`config.mk`:
```
export PLATFORM = sky130hd
export DESIGN_NAME = bin2bcd_seq
export DESIGN_NICKNAME = d
export VERILOG_FILES = /design/src/rtl/bcd_pkg.sv /design/src/rtl/bcd_adj3.sv /design/src/rtl/bin2bcd_seq.sv
export SDC_FILE = /design/constraint.sdc
export NUM_CORES = 1
export LEC_CHECK = 0
export ABC_AREA = 1
export BUFFER_PORTS_ARGS = -buffer_cell sky130_fd_sc_hd__buf_2
export CAP_MARGIN = 40
export CELL_PAD_IN_SITES_DETAIL_PLACEMENT = 1
export CELL_PAD_IN_SITES_GLOBAL_PLACEMENT = 1
export CORE_ASPECT_RATIO = 1.25
export CORE_MARGIN = 2
export CORE_UTILIZATION = 47
export CTS_BUF_LIST = sky130_fd_sc_hd__clkbuf_8
export DETAILED_ROUTE_END_ITERATION = 8
export PLACE_DENSITY_LB_ADDON = 0.05
export SYNTH_ARGS = -nofsm -noshare
export SYNTH_HDL_FRONTEND = slang
export SYNTH_SLANG_ARGS = --single-unit
export TNS_END_PERCENT = 10
```
`constraint.sdc`:
```
create_clock -name clk -period 2.6 [get_ports clk]
set_clock_uncertainty 0.2 [all_clocks]
set_input_delay 0.13 -clock clk [delete_from_list [all_inputs] [get_ports clk]]
set_output_delay 0.13 -clock clk [all_outputs]
set_load 0.005 [all_outputs]
```
`src/rtl/bcd_pkg.sv`:
```
// Purpose: shared types and constants for the sequential binary-to-BCD converter.
// Latency: n/a (declarations only).
// Backpressure: n/a.
//
// Contents:
//   state_e        - converter FSM state (IDLE / SHIFT / DONE), 2-bit encoding
//   BCD_ADJ_THRESH - a nibble at or above this value is corrected before shifting
//   BCD_ADJ_ADD    - correction added to such a nibble
//   bcd_digits()   - minimum decimal digits needed to show 2^bin_w-1
package bcd_pkg;

  typedef enum logic [1:0] {
    IDLE  = 2'd0,
    SHIFT = 2'd1,
    DONE  = 2'd2
  } state_e;

  localparam logic [3:0] BCD_ADJ_THRESH = 4'd5;
  localparam logic [3:0] BCD_ADJ_ADD    = 4'd3;

  // Decimal digit count of 2^bin_w-1 is floor(bin_w*log10(2))+1, because a
  // power of two is never a power of ten. log10(2) ~= 0.30103 holds exactly
  // enough for any realistic width; longint keeps the product from overflowing.
  function automatic int bcd_digits(input int bin_w);
    longint l_prod;
    l_prod = longint'(bin_w) * 64'sd30103;
    return int'(l_prod / 64'sd100000) + 1;
  endfunction

endpackage

```
`src/rtl/bcd_adj3.sv`:
```
// Purpose: one double-dabble correction step for a single BCD nibble (+3 when >=5).
// Latency: purely combinational, zero cycles.
// Backpressure: none; no handshake.
//
// Ports:
//   i_nib - BCD nibble before correction
//   o_nib - nibble after correction, ready to be shifted left by one
module bcd_adj3
  import bcd_pkg::*;
(
  input  logic [3:0] i_nib,
  output logic [3:0] o_nib
);

  // A legal nibble is at most 9, so the corrected value is at most 12. It
  // fits in four bits, and no carry ever crosses into the next digit.
  always_comb begin
    o_nib = i_nib;
    if (i_nib >= BCD_ADJ_THRESH) begin
      o_nib = i_nib + BCD_ADJ_ADD;
    end
  end

endmodule

```
`src/rtl/bin2bcd_seq.sv`:
```
// Purpose: sequential binary-to-BCD converter (shift-and-add-3), one input bit per cycle.
// Latency: out_valid rises BIN_W cycles after the accepting edge; BIN_W+2 cycles per conversion.
// Backpressure: the result is held in DONE until out_ready; in_ready is high only in IDLE.
//
// Ports:
//   clk, rst_n         - clock (rising edge) and asynchronous active-low reset
//   in_valid/in_ready  - input handshake; in_data is sampled only on the accepting edge
//   in_data [BIN_W]    - unsigned binary value
//   out_valid/out_ready- output handshake
//   out_bcd [4*DIGITS] - packed BCD, units digit in [3:0]; keeps the last completed
//                        result until the next conversion finishes (no flicker downstream)
module bin2bcd_seq
  import bcd_pkg::*;
#(
  parameter int BIN_W  = 8,
  parameter int DIGITS = 3
) (
  input  logic                  clk,
  input  logic                  rst_n,
  input  logic                  in_valid,
  output logic                  in_ready,
  input  logic [BIN_W-1:0]      in_data,
  output logic                  out_valid,
  input  logic                  out_ready,
  output logic [4*DIGITS-1:0]   out_bcd
);

  localparam int BCD_W = 4 * DIGITS;
  localparam int CNT_W = $clog2(BIN_W) + 1;
  localparam logic [CNT_W-1:0] CNT_LAST = CNT_W'(BIN_W - 1);

  // The largest input must be representable, otherwise the top digit would
  // silently wrap.
  if (DIGITS < bcd_digits(BIN_W)) begin : g_digits_check
    $error("bin2bcd_seq: DIGITS=%0d too small for BIN_W=%0d (need %0d)",
           DIGITS, BIN_W, bcd_digits(BIN_W));
  end

  state_e             r_state;
  state_e             w_state_nxt;
  logic [CNT_W-1:0]   r_cnt;
  logic [BIN_W-1:0]   r_bin_sr;
  logic [BIN_W-1:0]   w_bin_shift;
  logic [BCD_W-1:0]   r_bcd_sr;
  logic [BCD_W-1:0]   w_bcd_adj;
  logic [BCD_W-1:0]   w_bcd_shift;
  logic [BCD_W-1:0]   r_out_bcd;
  logic               w_accept;
  logic               w_last;

  assign w_accept = (r_state == IDLE) && in_valid;
  assign w_last   = (r_cnt == CNT_LAST);

  // ---------------------------------------------------------------------------
  // Per-digit correction, applied to the BCD register before every shift.
  // ---------------------------------------------------------------------------
  for (genvar g = 0; g < DIGITS; g++) begin : g_adj
    bcd_adj3 u_adj (
      .i_nib (r_bcd_sr[4*g +: 4]),
      .o_nib (w_bcd_adj[4*g +: 4])
    );
  end

  // {bcd, bin} shifts left as one long register: the MSB of the binary part
  // enters bit 0 of the BCD part. The bit shifted out of the top of the BCD
  // part is always zero when DIGITS is large enough, so it is simply dropped.
  assign {w_bcd_shift, w_bin_shift} = {w_bcd_adj, r_bin_sr} << 1;

  // ---------------------------------------------------------------------------
  // FSM: state register
  // ---------------------------------------------------------------------------
  always_ff @(posedge clk or negedge rst_n) begin
    if (!rst_n) begin
      r_state <= IDLE;
    end else begin
      r_state <= w_state_nxt;
    end
  end

  // ---------------------------------------------------------------------------
  // FSM: next-state logic
  // ---------------------------------------------------------------------------
  always_comb begin
    w_state_nxt = r_state;
    case (r_state)
      IDLE: begin
        if (in_valid) begin
          w_state_nxt = SHIFT;
        end
      end
      SHIFT: begin
        if (w_last) begin
          w_state_nxt = DONE;
        end
      end
      DONE: begin
        if (out_ready) begin
          w_state_nxt = IDLE;
        end
      end
      default: begin
        w_state_nxt = IDLE;
      end
    endcase
  end

  // ---------------------------------------------------------------------------
  // FSM: outputs. in_ready is deliberately low in DONE, so a new value is
  // never taken on the same edge that the result is handed off.
  // ---------------------------------------------------------------------------
  always_comb begin
    in_ready  = 1'b0;
    out_valid = 1'b0;
    case (r_state)
      IDLE:    in_ready  = 1'b1;
      DONE:    out_valid = 1'b1;
      default: begin
        in_ready  = 1'b0;
        out_valid = 1'b0;
      end
    endcase
  end

  // ---------------------------------------------------------------------------
  // Datapath: counter, shift registers and the output holding register.
  // r_out_bcd is written only on the final shift, so partial results never
  // reach the display, and it keeps its value through IDLE and the next SHIFT.
  // ---------------------------------------------------------------------------
  always_ff @(posedge clk or negedge rst_n) begin
    if (!rst_n) begin
      r_cnt     <= '0;
      r_bin_sr  <= '0;
      r_bcd_sr  <= '0;
      r_out_bcd <= '0;
    end else if (w_accept) begin
      r_cnt    <= '0;
      r_bin_sr <= in_data;
      r_bcd_sr <= '0;
    end else if (r_state == SHIFT) begin
      r_cnt    <= r_cnt + CNT_W'(1);
      r_bin_sr <= w_bin_shift;
      r_bcd_sr <= w_bcd_shift;
      if (w_last) begin
        r_out_bcd <= w_bcd_shift;
      end
    end
  end

  assign out_bcd = r_out_bcd;

endmodule

```
==> flow_summary.yaml <==
timing:
  slew_viol_final: 0
  slew_headroom_pct: 74.89
  hold_viol: 0
  tns_ns: 0
  min_period_ns: 1.619
  layout_setup_ws_ns: 0.9813
  clock.fmax_ghz: 0.6178
  worst_slew_pin_slew_ns: 0.3727
  setup_viol: 0
  post-route-period-util_pct: 62.26
  rsz0062_at_grt: "false"
cts:
  clk_pin_slew_ns: 0.07
  cts-root-buf: "clkbuf_8"
  cts_resized: 0
  clock_latency_ns: 0.28
  cts_max_level: 2
  clockBufferDepth: 2
  numCtsBuffers: 5
  cts_tree: "done"
  cts_sinks: 38
logic_synthesis:
  synth_seq_cells: 38
  yosysWarnings: 0
  synthXorXnorAreaFrac_pct: 0
  synth_cell_type_count: 22
  syn_nets: 242
  yosys.area_share.simple_pct: 33.04
  syn_area_sq_um: 1863
  synth_compound_area_share_pct: 5.037
  yosysSeqAreaShare_pct: 51.04
  synthAdderAreaFrac_pct: 4.701
  synthArstFlopShare_pct: 100.0
  syn_area_per_cell_sq_um: 8.354
  synth_top_family_by_area: "simple AND/OR/NAND/NOR gates"
  synthFlopType: "dfrtp_1"
  muxShareOfSynthArea_pct: 0
  syn_inst: 223
  synth_edf_count: 0
global_routing:
  grt-ovfl-total: 0
  grt_first_pass_wirelength_microns: 7734
  grt_max_degree: 26
  antenna_found_initial: 0
  grt.total_usage_pct: 23.65
  grt_pass1_vias: 1705
floorplanning:
  num_rows: 25
  initial_core_util_pct: 49.22
  chipWidth_microns: 60.31
  die-area_sq_um: 4486
  io_pins: 26
  core_sq_um: 3785
  die_y_microns: 74.39
setup_path:
  crit_path_end_kind: "flop"
  cp_slowest_cell: "dfrtp_1"
  crit_fanout: 16
  critPathArrivalTime_ns: 1.57
  crit_type: "reg -> reg"
  required_ns: 2.56
  worst_setup_path_start_kind: "flop"
  slowest_delay_ns: 0.39
  critical_path.cell_chain: "ha_1 -> nand3_1 -> nor2_8 -> inv_6 -> nand2_1 -> o21ai_0"
cells_and_area:
  areaGrowthSynthToFinish_pct: 21.36
  nNetsFinal: 282
  fillCellCount: 456
  diodes: 0
  multi_input_area_sq_um: 797.0
  drive_gt1_share_pct: 17.80
  seqCellArea_sq_um: 950.9
drt:
  wl_microns: 4695
  num_vias: 1621
  drt_iter0_drc: 57
  drc: 0
  post_drt_wl_per_cell_microns: 14.76
  drtPass1Iterations: 4
  viasPerCell: 5.097
  postRouteAntennaNets: 0
power:
  p_leak_uw: 0.001208
  fin_total_pwr_uw: 2809
  power_density_nw_per_um2: 1243
  peakVddDrop_mv: 0.5262
place:
  place_hpwl_microns: 3239
  place_ws_ns: 0.9944
  gp_congestion: 0.8471
  port_buffers: 25
outcome:
  outcome: "completed"
worst_hold_path:
  hold_class: "in -> async"
run:
  max_cap_viol_count: 0
[registers in the layout (all words and copies together), names as in the netlist]
| register | flops |
|---|---|
| out_bcd | 12 |
| r_bcd_sr | 12 |
| r_cnt | 4 |
| r_bin_sr | 8 |
| r_state | 2 |
[critical path: cells and delay by family (launching register included)]
| family | cells | cell delay (ns) |
|---|---|---|
| flip-flops | 1 | 0.39 |
| buffers and inverters | 1 | 0.11 |
| adder cells (fa/ha/maj) | 1 | 0.18 |
| AND/OR/NAND/NOR | 3 | 0.53 |
| AO/OA/AOI/OAI | 1 | 0.07 |
[what timing repair did]
action                                 CTS  global route
endpoints found under the hold margin   48             0
buffers inserted                         0             0
hold buffers                            11             0
[cell usage after synthesis, types with 2 or more instances]
cell / n / share of area (%)
nand2_1: 86 / 17
dfrtp_1: 38 / 51
nand3_1: 30 / 8.1
inv_1: 17 / 3.4
o21ai_0: 10 / 2.7
ha_1: 7 / 4.7
nand2_2: 6 / 2.0
nand4_1: 6 / 2.0
nor2_1: 5 / 1.0
o22ai_1: 3 / 1.0
buf_6: 2 / 1.2
inv_2: 2 / 0.40
nand2_4: 2 / 1.2
[cell type report]
cell class	count	share of cell area, %
multi-input cells	161	35.25
flip-flops and latches	38	42.06
repair buffers	37	11.29
inverters	20	3.542
clock buffers	8	4.870
well taps	54	2.988
[report_power, final]
group | internal [uW] | switching (uW) | leakage (uW)
logic | 447 | 821 | 0.000671
registers | 867 | 205 | 0.000480
clock network | 268 | 202 | 0.0000575
[stage by stage]
stage | hold WS, ns | cells | instance area [sq um] | utilization (%)
after global routing | 0.09922 | 318 | 2261 | 59.74
after global placement | 0.09330 | 298 | 2021 | 53.39
after detailed placement | -0.1450 | 299 | 2041 | 53.92
final | 0.08389 | 318 | 2261 | 59.74
after CTS | 0.08156 | 318 | 2261 | 59.74
after floorplan | -0.3656 | 223 | 1863 | -
[cells in the final DEF (no fill, tap or decap), drive strengths merged]
master | synthesis | final
nand3 | 30 | 30
dlygate4sd3 | 0 | 11
inv | 20 | 20
ha | 7 | 7
o22ai | 3 | 3
nand4 | 6 | 6
a21oi | 1 | 1
o31ai | 1 | 1
dfrtp | 38 | 38
nand2 | 94 | 94
clkbuf | 0 | 8
o211ai | 1 | 1
o21ai | 11 | 11
buf | 4 | 26
nor2 | 7 | 7
[logic make-up after synthesis]
| kind of cell | after synthesis |
|---|---|
| DFF | 38 |
| buffers and inverters | 24 |
| and+or+nand+nor | 137 |
| AOI/OAI and AO/OA | 17 |
| adders and majority gates | 7 |
[metal layers]
metal / global-route usage [%] / share of wire [%] / vias to the layer above / wire length [microns]
met5: 0 / 0 / - / 0
met4: 8.642 / 1.6 / 0 / 76
met3: 5.043 / 2.1 / 8 / 98
met2: 43.12 / 54 / 27 / 2549
met1: 26.62 / 42 / 788 / 1970
li1: - / - / 798 / -
[final timing paths]
path / start / slack [ns] / to / depth (start not counted)
max: r_cnt[0] / 0.98 / out_bcd[7] / 6
min: rst_n / 0.08 / out_bcd[8] / 2
max reg2reg: r_cnt[0] / 0.98 / out_bcd[7] / 6
min reg2reg: out_bcd[11] / 0.27 / out_bcd[11] / 2
max in group asynchronous: rst_n / 1.67 / r_cnt[1] / 3
min in group clk: out_bcd[11] / 0.27 / out_bcd[11] / 2
Note: power is estimated with default switching activity, not from simulation.
